File: config.mk
export PLATFORM = sky130hd
export DESIGN_NAME = fault_blink_encoder
export DESIGN_NICKNAME = d
export VERILOG_FILES = /design/src/rtl/safety_pkg.sv /design/src/rtl/blink_timer.sv /design/src/rtl/fault_blink_encoder.sv
export SDC_FILE = /design/constraint.sdc
export NUM_CORES = 1
export LEC_CHECK = 0
export CORE_MARGIN = 10
export CORE_UTILIZATION = 60
export DETAILED_ROUTE_END_ITERATION = 6
export GPL_TIMING_DRIVEN = 0
export PLACE_DENSITY = 0.8
export SLEW_MARGIN = 20
export SYNTH_ARGS = -nofsm -noshare
export SYNTH_HDL_FRONTEND = slang
export SYNTH_SLANG_ARGS = --single-unit
File: constraint.sdc
create_clock -name clock -period 2.51 [get_ports clock]
set_input_delay 0.6275 -clock clock [delete_from_list [all_inputs] [get_ports clock]]
set_output_delay 0.6275 -clock clock [all_outputs]
set_load 0.02 [all_outputs]
File: src/rtl/safety_pkg.sv
// Shared types and constants for the safety-system indicator blocks.
package safety_pkg;

    typedef enum logic [1:0] {
        IDLE,
        ON,
        OFF,
        GAP
    } blink_state_t;

    // Fault code value meaning "nothing to report".
    localparam int NO_FAULT = 0;

    function automatic int max3(input int a, input int b, input int c);
        int m;
        m = (a > b) ? a : b;
        return (m > c) ? m : c;
    endfunction

endpackage

File: src/rtl/blink_timer.sv
// Loadable down-counter that saturates at zero and flags when it gets there.
module blink_timer #(
    parameter int WIDTH = 8
) (
    input  logic             clock,
    input  logic             reset,
    input  logic             load_i,
    input  logic [WIDTH-1:0] load_value_i,
    output logic             zero_o
);

    logic [WIDTH-1:0] count_q;
    logic [WIDTH-1:0] count_d;

    always_comb begin
        count_d = count_q;
        if (load_i) begin
            count_d = load_value_i;
        end else if (count_q != '0) begin
            count_d = count_q - 1'b1;
        end
    end

    always_ff @(posedge clock or posedge reset) begin
        if (reset) begin
            count_q <= '0;
        end else begin
            count_q <= count_d;
        end
    end

    assign zero_o = (count_q == '0);

endmodule

File: src/rtl/fault_blink_encoder.sv
// Blinks a fault code on one LED: N pulses, a long pause, repeat until cleared.
// New codes posted mid-sequence wait in a one-deep pending slot for the pause.
module fault_blink_encoder
    import safety_pkg::*;
#(
    parameter int CODE_W     = 4,
    parameter int ON_CYCLES  = 12_500_000,
    parameter int OFF_CYCLES = 12_500_000,
    parameter int GAP_CYCLES = 50_000_000
) (
    input  logic              clock,
    input  logic              reset,
    input  logic              code_valid,
    input  logic [CODE_W-1:0] code,
    input  logic              clear,
    output logic              led,
    output logic              busy,
    output logic [CODE_W-1:0] active_code
);

    localparam int MAX_CYCLES = max3(ON_CYCLES, OFF_CYCLES, GAP_CYCLES);
    localparam int TIMER_W    = (MAX_CYCLES > 1) ? $clog2(MAX_CYCLES) : 1;

    localparam logic [TIMER_W-1:0] ON_LOAD  = TIMER_W'(ON_CYCLES - 1);
    localparam logic [TIMER_W-1:0] OFF_LOAD = TIMER_W'(OFF_CYCLES - 1);
    localparam logic [TIMER_W-1:0] GAP_LOAD = TIMER_W'(GAP_CYCLES - 1);
    localparam logic [CODE_W-1:0]  NO_CODE  = CODE_W'(NO_FAULT);

    blink_state_t      state_q, state_d;
    logic [CODE_W-1:0] active_code_q, active_code_d;
    logic [CODE_W-1:0] blink_cnt_q, blink_cnt_d;
    logic [CODE_W-1:0] pending_q, pending_d;
    logic              pending_valid_q, pending_valid_d;
    logic              led_q, led_d;

    logic               timer_load;
    logic [TIMER_W-1:0] timer_load_value;
    logic               timer_zero;

    blink_timer #(
        .WIDTH(TIMER_W)
    ) u_timer (
        .clock       (clock),
        .reset       (reset),
        .load_i      (timer_load),
        .load_value_i(timer_load_value),
        .zero_o      (timer_zero)
    );

    // NOTE: every signal driven here gets a default first, so no path leaves it unassigned and no latch is inferred.
    always_comb begin
        state_d          = state_q;
        active_code_d    = active_code_q;
        blink_cnt_d      = blink_cnt_q;
        pending_d        = pending_q;
        pending_valid_d  = pending_valid_q;
        timer_load       = 1'b0;
        timer_load_value = '0;

        if (clear) begin
            state_d          = IDLE;
            active_code_d    = NO_CODE;
            pending_valid_d  = 1'b0;
            timer_load       = 1'b1;
        end else begin
            unique case (state_q)
                IDLE: begin
                    if (code_valid && code != NO_CODE) begin
                        state_d          = ON;
                        active_code_d    = code;
                        blink_cnt_d      = code;
                        timer_load       = 1'b1;
                        timer_load_value = ON_LOAD;
                    end
                end
                ON: begin
                    if (timer_zero) begin
                        state_d          = OFF;
                        blink_cnt_d      = blink_cnt_q - 1'b1;
                        timer_load       = 1'b1;
                        timer_load_value = OFF_LOAD;
                    end
                end
                OFF: begin
                    if (timer_zero) begin
                        timer_load = 1'b1;
                        if (blink_cnt_q != '0) begin
                            state_d          = ON;
                            timer_load_value = ON_LOAD;
                        end else begin
                            state_d          = GAP;
                            timer_load_value = GAP_LOAD;
                        end
                    end
                end
                GAP: begin
                    if (timer_zero) begin
                        timer_load       = 1'b1;
                        timer_load_value = ON_LOAD;
                        state_d          = ON;
                        blink_cnt_d      = active_code_q;
                        if (pending_valid_q) begin
                            pending_valid_d = 1'b0;
                            active_code_d   = pending_q;
                            blink_cnt_d     = pending_q;
                            if (pending_q == NO_CODE) begin
                                state_d    = IDLE;
                                timer_load = 1'b0;
                            end
                        end
                    end
                end
                default: state_d = IDLE;
            endcase

            // Later writes win; a strobe on the GAP-exit edge lands here after the adopt above.
            if (code_valid && state_q != IDLE) begin
                pending_d       = code;
                pending_valid_d = 1'b1;
            end
        end

        led_d = (state_d == ON);
    end

    // NOTE: state registers use non-blocking assignments so every flop samples the pre-edge values.
    always_ff @(posedge clock or posedge reset) begin
        if (reset) begin
            state_q         <= IDLE;
            active_code_q   <= '0;
            blink_cnt_q     <= '0;
            pending_q       <= '0;
            pending_valid_q <= 1'b0;
            led_q           <= 1'b0;
        end else begin
            state_q         <= state_d;
            active_code_q   <= active_code_d;
            blink_cnt_q     <= blink_cnt_d;
            pending_q       <= pending_d;
            pending_valid_q <= pending_valid_d;
            led_q           <= led_d;
        end
    end

    assign led         = led_q;
    assign busy        = (state_q != IDLE);
    assign active_code = active_code_q;

endmodule

==> metrics <==
total number of vias 2139; Slew @ Worst Pin 0.5080 ns; Num CTS Buffers 5; placed cell areas 2823 µm²; Reg clk slew, reported paths 0.09 ns; area grow syn2layout 15.04%; Worst Setup Start Kind register; Detailed Route WL 5.849 mm; ys flop type dfrtp_1; Max Cap Viol 0; IO Pins 14; Detailed Route Iter0 Violations 247; post-DP HPWL 4.186 mm; clk sinks 42; clock latency on the worst-skew pair 0.29 ns; DRT antenna net count 0; diode count 0; filler instances 293; CTS Root Cell clkbuf_8; worst rel slew slack 0.6614; setup TNS 0 ns; Synth Instances 284; Arr. time, crit path 2.59 ns; Die Span X 86.08 µm; Peak supply drop 526.4 µV; Hold-fix buffers, CTS 0; grt ovf 0; status complete, no violations; # DRC 0; CP Max Fanout 7; min Tclk post-route 2.413 ns; Clock Path Buffers 2; fmax 414.4 MHz; Non-Filler Instances 358; Buffers on Ports 12; Initial Util 0.6367; largest net degree at the start of global routing 35; number of synthesized register bits 42; Worst Hold Class reg2reg; Post-synth EDFFs 0; Synth async-reset ratio 1.000; initial antenna violation count 0; WHS Path Cells 1; Leak Pwr 1.258 nW; layout cells sized above 1 0.1429; Setup Skew 0.008804 ns; CP Capture Type register; Mean Syn Cell Area 9.225 µm²; via density per instance 5.975; area taken by flip-flops and latches 1051 µm²; Placed Cells incl. Taps 347; die height 86.08 µm; unrepaired setup endpoints after global routing yes; top-area cell type share of the netlist area 0.4011; pwr dens 697.3 nW/µm²; H-tree lvl count 2; most frequent cells in the layout dfrtp_1, nand2_1, nor2_1, a21oi_1, xnor2_1; final total power 0.002102 W; Slew Viols, Final 0; yosys warns 0; vias in the first global route 2095; final hold vios 0; GRT Util Overall 0.1658; first-pass GRT wire length 10.14 mm; WS Path Type reg2reg; NumNets Final 322; FP Rows 23; CTS tree done; Synth Net Count 299; final period utilization 0.9613; Die ar. 7410 µm²; Finished Cell Area 3014 µm²; mapped cell area 2620 µm²; DRT Pass-1 Iters 4; main area contributors after synthesis dfrtp_1, a21oi_1, xnor2_1, nand2_1, nor2_1; Cell variety after synth 56; Worst R2R Path Depth 7; commonest non-fill, non-tap cell in the layout dfrtp_1; multi-input logic area 1505 µm²; post-synth top area cell dfrtp_1; routed len/inst 16.34 µm; register area share after synthesis 0.4011; Req. time, crit path 2.68 ns; Final setup viols 0; core area 4115 µm²; routability cong. 0.8548
[through the flow]
stage                 util  hold slack (ns)  worst slack [ns]
finish              0.7324           0.5243           0.09709
global placement    0.6811           0.5121           -0.4329
CTS                 0.7169           0.5248           0.01370
floorplan                -           0.4833            0.3189
global route        0.7324           0.5587         -0.005500
detailed placement  0.6859           0.5073           -0.4196
[critical path, cell delays in order (launching register included)]
cell,delay (ns)
dfrtp_1,0.42
or4_1,0.60
nor3_2,0.30
nand3_4,0.16
o311ai_4,0.28
buf_4,0.21
o21ai_2,0.06
mux2_4,0.27
[where the power goes]
group | switching (W) | total (W) | leakage (nW) | internal (W)
logic | 0.000364 | 0.000661 | 0.656 | 0.000297
clock network | 0.000237 | 0.000530 | 0.0579 | 0.000293
registers | 0.000125 | 0.000910 | 0.544 | 0.000785
[cell usage after synthesis, drive strengths merged, types with 3 or more instances]
cell / n
xnor2: 15
nor2b: 3
a211oi: 3
or4: 4
or3: 3
o21ai: 10
nand3: 4
a22oi: 3
nor3: 8
xor2: 9
inv: 11
clkbuf: 5
nor4: 6
mux2: 4
mux2i: 5
nand4: 3
buf: 7
nor2: 31
o2bb2ai: 4
a21oi: 31
nand2: 32
or2: 3
ha: 7
nand4b: 6
dfrtp: 42
[cells by family after synthesis]
kind of cell,after synthesis,synth area share
and+or+nand+nor,113,0.2335
AOI/OAI and AO/OA,65,0.1695
DFF,42,0.4011
xor gates and xnor gates,24,0.08023
buffers and inverters,24,0.04441
muxes,9,0.03773
adders and majority gates,7,0.03343
[sequential cells by signal, summed over array words and instances (netlist names)]
name	flops
active_code	4
blink_cnt_q	4
led	1
pending_q	4
pending_valid_q	1
state_q	2
u_timer.count_q	26
[cell type report]
cell class              count  area share
plain buffers              10     0.02117
inverters                  12     0.01536
repair buffers             18     0.05853
well taps                  50     0.02076
multi-input cells         218      0.4994
flip-flops and latches     42      0.3487
clock buffers               5     0.02283
clock inverters             3     0.01328
[timing repair]
item	4_1_cts	5_1_grt
pin swaps	1	3
buffers inserted	0	5
resized for setup	5	6
setup endpoints to repair	22	21
gates cloned	0	0
[final timing paths]
| check | start | to | slack [ns] |
|---|---|---|---|
| worst max-delay path | u_timer.count_q[16]$_DFFE_PP0P_ | u_timer.count_q[1]$_DFFE_PP0P_ | 0.1 |
| worst min-delay path | active_code[1]$_DFFE_PP0P_ | active_code[1]$_DFFE_PP0P_ | 0.52 |
| worst max register to register | u_timer.count_q[16]$_DFFE_PP0P_ | u_timer.count_q[1]$_DFFE_PP0P_ | 0.1 |
| worst min register to register | active_code[1]$_DFFE_PP0P_ | active_code[1]$_DFFE_PP0P_ | 0.52 |
| max in group asynchronous | reset | u_timer.count_q[10]$_DFFE_PP0P_ | 1.52 |
| min in group asynchronous | reset | pending_q[3]$_DFFE_PP0P_ | 0.55 |
[routing by layer]
metal	vias to the layer above	track usage	routed length [µm]
met5	-	0	0
met4	0	0.04042	40
met3	4	0.03311	241
met2	43	0.2556	2719
met1	1035	0.2304	2847
li1	1057	-	-
No activity file was read; power rests on OpenSTA's default activity.
